<file path="src/rtl/femto_mem_bridge.sv">
// FemtoRV32 bus bridge: decodes core accesses to a synchronous word RAM or an IO page.
// Optional macro FEMTO_BRIDGE_TIMEOUT_EN adds an IO watchdog and a sticky bus_err output.
module femto_mem_bridge #(
    parameter int unsigned ADDR_WIDTH = 24,
    parameter int unsigned IO_BIT     = 22,
    parameter int unsigned RAM_WAIT   = 0,
    parameter int unsigned TIMEOUT    = 255
) (
    input  logic                  clk,
    input  logic                  reset,
    input  logic [31:0]           mem_addr,
    input  logic [31:0]           mem_wdata,
    input  logic [3:0]            mem_wmask,
    input  logic                  mem_rstrb,
    output logic [31:0]           mem_rdata,
    output logic                  mem_rbusy,
    output logic                  mem_wbusy,
    output logic [ADDR_WIDTH-3:0] ram_addr,
    output logic [31:0]           ram_wdata,
    output logic [3:0]            ram_wmask,
    output logic                  ram_en,
    input  logic [31:0]           ram_rdata,
    output logic [7:0]            io_addr,
    output logic [31:0]           io_wdata,
    output logic [3:0]            io_wstrb,
    output logic                  io_rstrb,
    input  logic [31:0]           io_rdata,
`ifdef FEMTO_BRIDGE_TIMEOUT_EN
    output logic                  bus_err,
`endif
    input  logic                  io_ready
);

    typedef enum logic [2:0] {
        StIdle, StRamAcc, StRamWait, StRamCap, StIoAcc, StIoWait
    } state_e;

    localparam logic [3:0] WaitLast = 4'(RAM_WAIT - 1);

    state_e                  state_q, state_d;
    logic [ADDR_WIDTH-1:0]   addr_q;
    logic [31:0]             wdata_q;
    logic [3:0]              wmask_q;
    logic [31:0]             rdata_q, rdata_d;
    logic                    rdata_load;
    logic                    rbusy_q, wbusy_q;
    logic [3:0]              wait_cnt_q;
    logic                    accept, is_wr, wr_d, busy_d, io_phase, io_tmo;
    logic                    unused_addr;

    assign unused_addr = ^mem_addr[31:ADDR_WIDTH];

    assign accept   = (state_q == StIdle) && (mem_rstrb || (mem_wmask != 4'd0));
    assign is_wr    = (wmask_q != 4'd0);
    // A write request wins over a simultaneous read strobe.
    assign wr_d     = accept ? (mem_wmask != 4'd0) : is_wr;
    assign busy_d   = (state_d != StIdle);
    assign io_phase = (state_q == StIoAcc) || (state_q == StIoWait);

`ifdef FEMTO_BRIDGE_TIMEOUT_EN
    localparam int unsigned TmoW = ($clog2(TIMEOUT + 1) > 8) ? $clog2(TIMEOUT + 1) : 8;
    localparam logic [TmoW-1:0] TmoLast = TmoW'(TIMEOUT - 1);

    logic [TmoW-1:0] tmo_cnt_q;
    logic            bus_err_q;

    assign io_tmo  = (state_q == StIoWait) && !io_ready && (tmo_cnt_q == TmoLast);
    assign bus_err = bus_err_q;

    always_ff @(posedge clk or negedge reset) begin
        if (!reset) begin
            tmo_cnt_q <= '0;
            bus_err_q <= 1'b0;
        end else begin
            tmo_cnt_q <= (state_q == StIoWait) ? tmo_cnt_q + 1'b1 : '0;
            if (io_tmo) bus_err_q <= 1'b1;
        end
    end
`else
    logic unused_tmo;
    assign unused_tmo = (TIMEOUT != 0);
    assign io_tmo     = 1'b0;
`endif

    always_ff @(posedge clk or negedge reset) begin
        if (!reset) state_q <= StIdle;
        else        state_q <= state_d;
    end

    always_comb begin
        state_d = state_q;
        unique case (state_q)
            StIdle: begin
                if (accept) state_d = mem_addr[IO_BIT] ? StIoAcc : StRamAcc;
            end
            StRamAcc: begin
                if (RAM_WAIT > 0) state_d = StRamWait;
                else              state_d = is_wr ? StIdle : StRamCap;
            end
            StRamWait: begin
                if (wait_cnt_q == WaitLast) state_d = is_wr ? StIdle : StRamCap;
            end
            StRamCap: state_d = StIdle;
            StIoAcc, StIoWait: begin
                state_d = (io_ready || io_tmo) ? StIdle : StIoWait;
            end
            default: state_d = StIdle;
        endcase
    end

    // Read data only moves on read completion; timed-out IO reads return a marker word.
    always_comb begin
        rdata_load = 1'b0;
        rdata_d    = rdata_q;
        if (state_q == StRamCap) begin
            rdata_load = 1'b1;
            rdata_d    = ram_rdata;
        end else if (io_phase && !is_wr && io_ready) begin
            rdata_load = 1'b1;
            rdata_d    = io_rdata;
        end else if (io_phase && !is_wr && io_tmo) begin
            rdata_load = 1'b1;
            rdata_d    = 32'hDEADBEEF;
        end
    end

    always_ff @(posedge clk or negedge reset) begin
        if (!reset) begin
            addr_q     <= '0;
            wdata_q    <= '0;
            wmask_q    <= '0;
            rdata_q    <= '0;
            rbusy_q    <= 1'b0;
            wbusy_q    <= 1'b0;
            wait_cnt_q <= '0;
        end else begin
            if (accept) begin
                addr_q  <= mem_addr[ADDR_WIDTH-1:0];
                wdata_q <= mem_wdata;
                wmask_q <= mem_wmask;
            end
            rbusy_q    <= busy_d && !wr_d;
            wbusy_q    <= busy_d && wr_d;
            wait_cnt_q <= (state_q == StRamWait) ? wait_cnt_q + 4'd1 : 4'd0;
            if (rdata_load) rdata_q <= rdata_d;
        end
    end

    always_comb begin
        ram_en    = 1'b0;
        ram_wmask = 4'd0;
        io_rstrb  = 1'b0;
        io_wstrb  = 4'd0;
        if (state_q == StRamAcc) begin
            ram_en    = 1'b1;
            ram_wmask = wmask_q;
        end
        if (state_q == StIoAcc) begin
            io_rstrb = !is_wr;
            io_wstrb = wmask_q;
        end
    end

    assign mem_rdata = rdata_q;
    assign mem_rbusy = rbusy_q;
    assign mem_wbusy = wbusy_q;
    assign ram_addr  = addr_q[ADDR_WIDTH-1:2];
    assign ram_wdata = wdata_q;
    assign io_addr   = addr_q[7:0];
    assign io_wdata  = wdata_q;

endmodule
</file>
<file path="config.mk">
export PLATFORM = sky130hd
export DESIGN_NAME = femto_mem_bridge
export DESIGN_NICKNAME = d
export VERILOG_FILES = /design/src/rtl/femto_mem_bridge.sv
export SDC_FILE = /design/constraint.sdc
export NUM_CORES = 1
export LEC_CHECK = 0
export ABC_AREA = 1
export CORE_AREA = 5 5 102 104
export DETAILED_ROUTE_END_ITERATION = 10
export DIE_AREA = 0 0 107 109
export DONT_BUFFER_PORTS = 1
export GPL_TIMING_DRIVEN = 0
export PLACE_DENSITY = 0.78
export SLEW_MARGIN = 40
export SYNTH_ARGS = -nofsm -noshare
export SYNTH_HDL_FRONTEND = slang
export SYNTH_SLANG_ARGS = --single-unit
</file>
<file path="constraint.sdc">
create_clock -name clk -period 1.3 [get_ports clk]
set_input_delay 0.325 -clock clk [delete_from_list [all_inputs] [get_ports clk]]
set_output_delay 0.325 -clock clk [all_outputs]
set_load 0.005 [all_outputs]
</file>
==> results of run 1 <==
Yosys cell counts (2+ instances only):
cell type / instances / share of area
nor2_1: 52 / 0.042
clkbuf_1: 12 / 0.0097
buf_4: 41 / 0.067
o21ai_0: 4 / 0.0043
nand4_1: 32 / 0.043
a21oi_1: 3 / 0.0032
buf_2: 13 / 0.014
buf_6: 3 / 0.0073
nor2_4: 2 / 0.0049
inv_1: 16 / 0.013
nand3_1: 5 / 0.0054
inv_2: 2 / 0.0016
a31oi_1: 32 / 0.043
dfrtp_1: 101 / 0.55
nand2_1: 221 / 0.18
metal layers:
| layer | vias to the layer above | wire length, um | GRT usage |
|---|---|---|---|
| li1 | 1810 | - | - |
| met1 | 1896 | 4720 | 0.242 |
| met2 | 219 | 7370 | 0.415 |
| met3 | 24 | 1500 | 0.0864 |
| met4 | 0 | 271 | 0.0676 |
| met5 | - | 0 | 0 |
worst min path at each step:
stage,start,endpoint,slack (ns),depth (start not counted)
global route,reset,mem_rdata[27]$_DFFE_PN0P_,-0.38,0
floorplan,reset,addr_q[0]$_DFFE_PN0P_,0.03,0
global placement,reset,mem_rdata[23]$_DFFE_PN0P_,0.03,0
detailed placement,reset,mem_rdata[23]$_DFFE_PN0P_,0.03,0
finish,reset,mem_rdata[23]$_DFFE_PN0P_,-0.34,0
CTS,reset,mem_rdata[17]$_DFFE_PN0P_,-0.36,0
area by class of cell:
type | instances | area share
buffer | 69 | 0.116
clock buffer | 12 | 0.0275
clock inverter | 3 | 0.00333
inverter | 18 | 0.0150
multi-input combinational | 358 | 0.329
sequential | 101 | 0.424
tap | 114 | 0.0238
timing repair buffer | 31 | 0.0600
timing repair inverter | 1 | 0.00146
power by group through the flow:
stage | logic [W] | registers (W) | clock network, W
after global placement | 0.00540 | 0.00614 | 0
after detailed placement | 0.00564 | 0.00617 | 0
after CTS | 0.00808 | 0.00625 | 0.00191
after floorplan | 0.00449 | 0.00572 | 0
final | 0.00896 | 0.00650 | 0.00186
after global routing | 0.00979 | 0.00671 | 0.00203
sequential cells by signal (all words and copies together), names as in the netlist:
register / flops
addr_q: 24
io_wdata: 32
mem_rbusy: 1
mem_rdata: 32
mem_wbusy: 1
state_q: 3
wait_cnt_q: 4
wmask_q: 4
cells in the final DEF (no fill, tap or decap), drive strengths merged:
master    instances
nand3             6
o21ai             6
ha                1
inv              17
dfrtp           101
clkinvlp          2
nor3b             1
clkinv            3
clkbuf           24
nand2           222
a31oi            32
buf              88
nor3              1
a21oi             3
nor2             54
nand4            32
cells by family after synthesis:
| family | synth area share |
|---|---|
| and+or+nand+nor | 0.282 |
| DFF | 0.547 |
| adders and majority gates | 0.00271 |
| buffers and inverters | 0.113 |
| AOI/OAI and AO/OA | 0.0555 |
stage by stage:
| stage | utilization | cell area, um2 | hold WS (ns) | std cells |
|---|---|---|---|---|
| after floorplan | - | 4650 | 0.0294 | 547 |
| after global placement | 0.507 | 4790 | 0.0332 | 661 |
| after detailed placement | 0.507 | 4790 | 0.0330 | 661 |
| after CTS | 0.597 | 5650 | -0.362 | 699 |
| after global routing | 0.635 | 6010 | -0.383 | 707 |
| final | 0.635 | 6010 | -0.340 | 707 |
what timing repair did:
action                                  in CTS  in global routing
setup buffers                               11                 11
pin swaps                                   21                 22
gates cloned                                12                  0
endpoints found under the setup margin     106                139
endpoints found under the hold margin      101                101
gates resized for setup                    140                 99
==> impl_metrics.ini, run 1 <==
[floorplan]
rows = 36
dieWidth_um = 107
fp.dieH_um = 109
core_region_area_um2 = 9460
design.die.area_um2 = 11700
ios = 274
initial_core_util = 0.488

[pwr]
p_clk_frac = 0.107
power_switching_share = 0.424
pwr_density_cell_nw_per_um2 = 2880
p_int_w = 0.00997
p_sw_w = 0.00735
p_total_w = 0.0173
ir_drop_mv = 1.46
p_leak_nw = 2.89
power_frac_comb = 0.517
power_frac_seq = 0.375

[timing]
post-route-period-util = 1.30
fmax_ghz = 0.592
slew_headroom = 0.716
hold_ws_ns = -0.340
setup_viol = 106
finalWorstSetupSlack_ns = -0.388
finalSetupTns_ns = -25.10
hold_viol_final = 101
rsz0062_at_grt = true
slew_violations = 0
period_minus_slack_ns = 1.69
worst-slew-pin-transition_ns = 0.427
skew_ns = 0.00656

[setup_path]
worst-path-max-fanout = 4
setup.worst_path.class = reg -> out
r2r-start = state_q[1]$_DFF_PN0_
cp-end-kind = primary output
cp-start-kind = register
regToRegEndpoint = mem_rdata[20]$_DFFE_PN0P_
cp_slowest_cell = dfrtp_2
reg2regPathDepth = 8
cp.required_ns = 0.98
crit_start = state_q[1]$_DFF_PN0_
cpPeakStageDelay_ns = 0.44
critPathTopFamily = flip-flops
crit_buf_inv = 2
cp.depth = 5
cp_data_arrival_time_ns = 1.36
crit_chain = inv_4, nand2_4, nor2_4, clkinv_4, nor2_4
r2r_slack_ns = -0.30
cp-endpoint = ram_wmask[2]
critPathMostFrequentCell = nor2_4

[cts]
insertion_delay_ns = 0.35
cts_tree = yes
cts_buffers = 9
clk_pin_slew_ns = 0.09
root_buffer = clkbuf_8
cts.htree.levels = 3
cts_sinks = 101
clk_path_buf_depth = 2

[detailed_routing]
wl_per_cell_um = 19.6
via_count = 3949
drt_iter0_drc = 329
via_per_inst = 5.59
ant_nets = 0
dr.pass1.iters = 4
drc = 0
routed_wl_mm = 13.9

[run_status]
status = complete, but fails checks
failed_checks = hold timing, setup timing

[synthesis]
synth_area_per_cell_um2 = 8.45
synth_warnings = 0
ys_seq_area_frac = 0.547
synthCells = 547
synth-edff-count = 0
yosys_most_used_dff = dfrtp_1
synth_nets = 684
async_flop_share = 1.00
syn_area_um2 = 4620
synth-seq-cells = 101
netlist-cell-type-count = 23

[grt]
grt_max_degree = 102
grt_antenna_before_repair = 0
first_global_vias = 3868
overflow = 0
grt_pass1_wl_mm = 20.4
grt_use_total = 0.226

[layout]
layout-drive-gt1-share = 0.379
finalNetCount = 726
fillerInstances = 723
regArea_um2 = 2540
syn2layout_area_growth_pct = 30.0
multi_input_area_um2 = 1970
antennaDiodeCount = 0

[placement]
dpl_worst_slack_ns = -0.426
dp_hpwl_mm = 9.60
gp_congestion = 0.877
port_buffers = 0

[flow_run]
maxCapViolations = 0

[min_path]
hold_path.class = in -> async
Note: power is estimated with default switching activity, not from simulation.
==> run 2, diff against run 1 <==
--- a/config.mk
+++ b/config.mk
@@ -6,12 +6,13 @@
 export NUM_CORES = 1
 export LEC_CHECK = 0
 export ABC_AREA = 1
-export CORE_AREA = 5 5 102 104
+export CORE_AREA = 4 4 105 107
+export CTS_BUF_LIST = sky130_fd_sc_hd__clkbuf_4
 export DETAILED_ROUTE_END_ITERATION = 10
-export DIE_AREA = 0 0 107 109
+export DIE_AREA = 0 0 109 111
 export DONT_BUFFER_PORTS = 1
 export GPL_TIMING_DRIVEN = 0
-export PLACE_DENSITY = 0.78
+export PLACE_DENSITY = 0.74
 export SLEW_MARGIN = 40
 export SYNTH_ARGS = -nofsm -noshare
 export SYNTH_HDL_FRONTEND = slang
==> run 2 against run 1 <==
Net effect:
- the flow still finishes with violations (hold timing, setup timing)
- worst hold slack got worse by 0.11 ns
- clock skew rose by 0.017 ns
- die area rose by 3.7%
- sequential cell count did not move
- setup slack got worse by 0.12 ns
- count of clock-buffer cells in the layout fell by 2
- global-route usage rose by 2.7 points
- fmax fell by 6.7%
- routed wire length rose by 24%
- combinational power rose by 23%
- critical endpoint is now ram_wmask[3]
- highest routed layer unchanged
==> impl_metrics.ini, run 2 (synthesis gave the netlist of run 1 again) <==
[run_status]
status = complete, but fails checks
failed_checks = hold timing, setup timing

[grt]
grt_use_total = 0.253
grt_max_degree = 102
overflow = 0
grt_pass1_wl_mm = 23.8
first_global_vias = 4648
grt_antenna_before_repair = 0

[cts]
clk_pin_slew_ns = 0.16
clk_path_buf_depth = 2
cts_tree = yes
cts_sinks = 101
root_buffer = clkbuf_4
cts_buffers = 9
insertion_delay_ns = 0.44
cts.htree.levels = 3

[timing]
slew_violations = 0
post-route-period-util = 1.39
skew_ns = 0.0234
slew_headroom = 0.702
hold_viol_final = 101
rsz0062_at_grt = true
setup_viol = 145
finalWorstSetupSlack_ns = -0.509
hold_ws_ns = -0.449
worst-slew-pin-transition_ns = 0.447
period_minus_slack_ns = 1.81
fmax_ghz = 0.553

[layout]
fillerInstances = 652
layout-drive-gt1-share = 0.423
regArea_um2 = 2560
mostFrequentLayoutCell = nand2_1
finalNonFillerCells = 819
multi_input_area_um2 = 2170
layout_common_cells = 121 x nand2_1, 84 x dlygate4sd3_1, 78 x dfrtp_1
finalNetCount = 816
syn2layout_area_growth_pct = 57.7
antennaDiodeCount = 0

[setup_path]
crit_start = state_q[1]$_DFF_PN0_
r2r-start = state_q[1]$_DFF_PN0_
cp.required_ns = 0.98
cp_slowest_cell = dfrtp_1
cp.depth = 6
cp-end-kind = primary output
regToRegEndpoint = io_wdata[6]$_DFFE_PN0P_
cp_data_arrival_time_ns = 1.48
worst-path-max-fanout = 4
crit_buf_inv = 3
r2r_slack_ns = -0.46
setup.worst_path.class = reg -> out
critPathMostFrequentCell = inv_4
cp-start-kind = register
critPathTopFamily = flip-flops
reg2regPathDepth = 12
crit_chain = buf_6, inv_4, nand2_4, nor2_4, inv_4, nor2_2
cpPeakStageDelay_ns = 0.40

[pwr]
pwr_density_cell_nw_per_um2 = 2660
ir_drop_mv = 1.36
p_total_w = 0.0194
p_leak_nw = 3.40

[placement]
dp_hpwl_mm = 9.74
gp_congestion = 0.901
port_buffers = 0
dp.cells = 683

[floorplan]
core_region_area_um2 = 10100
initial_core_util = 0.456
dieWidth_um = 109
rows = 37
ios = 274
fp.dieH_um = 111
design.die.area_um2 = 12100

[flow_run]
maxCapViolations = 0

[detailed_routing]
ant_nets = 0
drc = 0
dr.pass1.iters = 4
drt_iter0_drc = 281
routed_wl_mm = 17.1
via_count = 4499
wl_per_cell_um = 20.9
via_per_inst = 5.49

[min_path]
hold_path.class = in -> async
run 2: worst max path at each step:
stage | to | slack, ns
final | ram_wmask[3] | -0.51
after floorplan | addr_q[2]$_DFFE_PN0P_ | -0.01
after global routing | ram_wmask[2] | -0.58
after CTS | ram_wmask[0] | -0.52
after global placement | ram_wmask[1] | -0.37
after detailed placement | ram_wmask[1] | -0.41
run 2: timing repair:
action,in CTS,in global routing
buffers inserted,17,6
resized for setup,178,165
endpoints found under the hold margin,179,107
hold buffers,78,6
gates cloned,11,4
setup endpoints to repair,146,157
pin swaps,37,30
run 2: final cells by class:
class / count / share of cell area
Clock buffer: 10 / 0.0103
Timing Repair Buffer: 120 / 0.189
Tap cell: 136 / 0.0234
Buffer: 70 / 0.104
Multi-Input combinational cell: 358 / 0.298
Sequential cell: 101 / 0.351
Timing Repair inverter: 1 / 0.00223
Clock inverter: 5 / 0.00824
Inverter: 18 / 0.0139
run 2: power breakdown:
| group | internal (W) | switching [W] |
|---|---|---|
| registers | 0.00474 | 0.00198 |
| clock network | 0.000607 | 0.00105 |
| logic | 0.00564 | 0.00537 |
run 2: layer usage:
| layer | global-route usage | part of all wire |
|---|---|---|
| met1 | 0.255 | 0.32 |
| met2 | 0.448 | 0.51 |
| met3 | 0.0938 | 0.10 |
| met4 | 0.127 | 0.063 |
| met5 | 0 | 0 |
run 2: stage by stage:
stage | TNS, ns | instance area (um2) | util | setup WS (ns)
final | -40.40 | 7290 | 0.719 | -0.509
after global routing | -48.64 | 7290 | 0.719 | -0.580
after CTS | -33.66 | 6570 | 0.648 | -0.518
after detailed placement | -24.91 | 4820 | 0.476 | -0.409
after global placement | -20.74 | 4820 | 0.476 | -0.367
after floorplan | -0.750 | 4650 | - | -0.0131
==> run 3, diff against run 2 <==
--- a/config.mk
+++ b/config.mk
@@ -6,13 +6,14 @@
 export NUM_CORES = 1
 export LEC_CHECK = 0
 export ABC_AREA = 1
-export CORE_AREA = 4 4 105 107
+export CORE_AREA = 2 2 106 108
 export CTS_BUF_LIST = sky130_fd_sc_hd__clkbuf_4
 export DETAILED_ROUTE_END_ITERATION = 10
-export DIE_AREA = 0 0 109 111
+export DIE_AREA = 0 0 108 110
 export DONT_BUFFER_PORTS = 1
 export GPL_TIMING_DRIVEN = 0
-export PLACE_DENSITY = 0.74
+export PLACE_DENSITY = 0.71
+export SKIP_CTS_REPAIR_TIMING = 1
 export SLEW_MARGIN = 40
 export SYNTH_ARGS = -nofsm -noshare
 export SYNTH_HDL_FRONTEND = slang
==> run 3 against run 2 <==
Net effect:
- the run still ends with hold timing, setup timing left
- highest routed layer unchanged
- die area down 1.8%
- sequential cell count unchanged
- critical path type unchanged
- largest power group unchanged
- critical path depth stayed put
- utilization down 9.2 points
==> impl_metrics.ini, run 3 (synthesis gave the netlist of run 1 again) <==
[run_status]
status = complete, but fails checks
failed_checks = hold timing, setup timing

[setup_path]
cp-start-kind = register
setup.worst_path.class = reg -> out
cp.required_ns = 0.98
cp-end-kind = primary output
cp_data_arrival_time_ns = 1.50
worst-path-max-fanout = 4

[timing]
worst-slew-pin-transition_ns = 0.465
period_minus_slack_ns = 1.82
hold_viol_final = 102
fmax_ghz = 0.549
rsz0062_at_grt = true
hold_ws_ns = -0.450
slew_violations = 0
slew_headroom = 0.690
skew_ns = 0.0199
finalWorstSetupSlack_ns = -0.523
post-route-period-util = 1.40
setup_viol = 144

[layout]
finalNetCount = 780
finalNonFillerCells = 787
fin_util = 0.627
layout-drive-gt1-share = 0.382
mostFrequentLayoutCell = nand2_1
layout_common_cells = 134 x nand2_1, 81 x dfrtp_1, 63 x nand2_2
syn2layout_area_growth_pct = 45.1
antennaDiodeCount = 0
fillerInstances = 795

[detailed_routing]
drc = 0
dr.pass1.iters = 4
drt_iter0_drc = 240
ant_nets = 0
routed_wl_mm = 15.5
wl_per_cell_um = 19.7
via_count = 4297
via_per_inst = 5.46

[grt]
grt_use_total = 0.199
grt_antenna_before_repair = 0
overflow = 0
grt_pass1_wl_mm = 18.1
first_global_vias = 3568
grt_max_degree = 102

[cts]
root_buffer = clkbuf_4
cts_buffers = 9
clk_path_buf_depth = 2
cts_sinks = 101
cts.htree.levels = 3
insertion_delay_ns = 0.44
cts_tree = yes
clk_pin_slew_ns = 0.15

[pwr]
p_leak_nw = 3.17
pwr_density_cell_nw_per_um2 = 2710
ir_drop_mv = 1.35

[placement]
port_buffers = 0
dp_hpwl_mm = 9.40
dp.cells = 687
gp_congestion = 0.786

[flow_run]
maxCapViolations = 0

[floorplan]
rows = 38
core_region_area_um2 = 10700
dieWidth_um = 108
ios = 274
design.die.area_um2 = 11900
fp.dieH_um = 110
initial_core_util = 0.432

[min_path]
hold_path.class = in -> async
-- run 3: changes by cell type in the layout (fill, tap and decap cells not counted), moves of 7 or more --
cell / before / now
buf_4: 10 / 17
nor2_2: 13 / 2
dlygate4sd3_1: 84 / 54
nand2_2: 72 / 63
nand2_1: 121 / 134
nor2_1: 23 / 39
buf_8: 18 / 10
-- run 3: critical path, cell delays in order (launching register included) --
cell and delay (ns):
dfrtp_1 0.41, buf_6 0.13, inv_4 0.06, nand2_4 0.06
nor2_4 0.16, inv_4 0.09, nor2_2 0.15
-- run 3: report_power, final --
group / leakage (nW) / total [W] / internal (W) / switching (W)
registers: 1.19 / 0.00658 / 0.00474 / 0.00184
logic: 1.92 / 0.0102 / 0.00508 / 0.00510
clock network: 0.0573 / 0.00143 / 0.000395 / 0.00103
-- run 3: final cells by class --
cell class                      count  area (um2)  area share
Sequential cell                   101        2550       0.381
Clock buffer                       10        75.1      0.0112
Inverter                           18        90.1      0.0134
Timing Repair inverter              1        16.3     0.00243
Buffer                             70         737       0.110
Clock inverter                      5        28.8     0.00429
Timing Repair Buffer               84         953       0.142
Tap cell                          140         175      0.0261
Multi-Input combinational cell    358        2080       0.310
-- run 3: per-layer routing --
metal / vias up / share of wire / global-route usage
met4: 0 / 0.028 / 0.0797
li1: 1925 / - / -
met2: 239 / 0.53 / 0.354
met5: - / 0 / 0
met3: 39 / 0.091 / 0.0764
met1: 2094 / 0.36 / 0.213
-- run 3: worst paths after layout --
kind	startpoint	endpoint	slack (ns)	depth (start not counted)
setup reg to reg	state_q[1]$_DFF_PN0_	addr_q[11]$_DFFE_PN0P_	-0.25	9
hold reg to reg	addr_q[12]$_DFFE_PN0P_	addr_q[12]$_DFFE_PN0P_	0.53	2
max in group asynchronous	reset	addr_q[3]$_DFFE_PN0P_	1.58	0
hold / removal	reset	mem_rdata[23]$_DFFE_PN0P_	-0.45	0
min in group clk	mem_wdata[23]	io_wdata[23]$_DFFE_PN0P_	0	2
setup / recovery	state_q[1]$_DFF_PN0_	ram_wmask[0]	-0.52	6
-- run 3: stage by stage --
| step | instance area, um2 | total power [W] | setup WS [ns] | hold slack (ns) | setup TNS (ns) |
|---|---|---|---|---|---|
| 6_report | 6710 | 0.0182 | -0.523 | -0.450 | -26.48 |
| 5_1_grt | 6710 | 0.0193 | -0.600 | -0.492 | -35.67 |
| 4_1_cts | 4930 | 0.0132 | -0.879 | -0.488 | -37.90 |
| 3_5_place_dp | 4830 | 0.0118 | -0.333 | 0.0308 | -24.58 |
| 3_3_place_gp | 4830 | 0.0115 | -0.330 | 0.0312 | -22.73 |
| 2_1_floorplan | 4650 | 0.0102 | -0.0131 | 0.0294 | -0.750 |
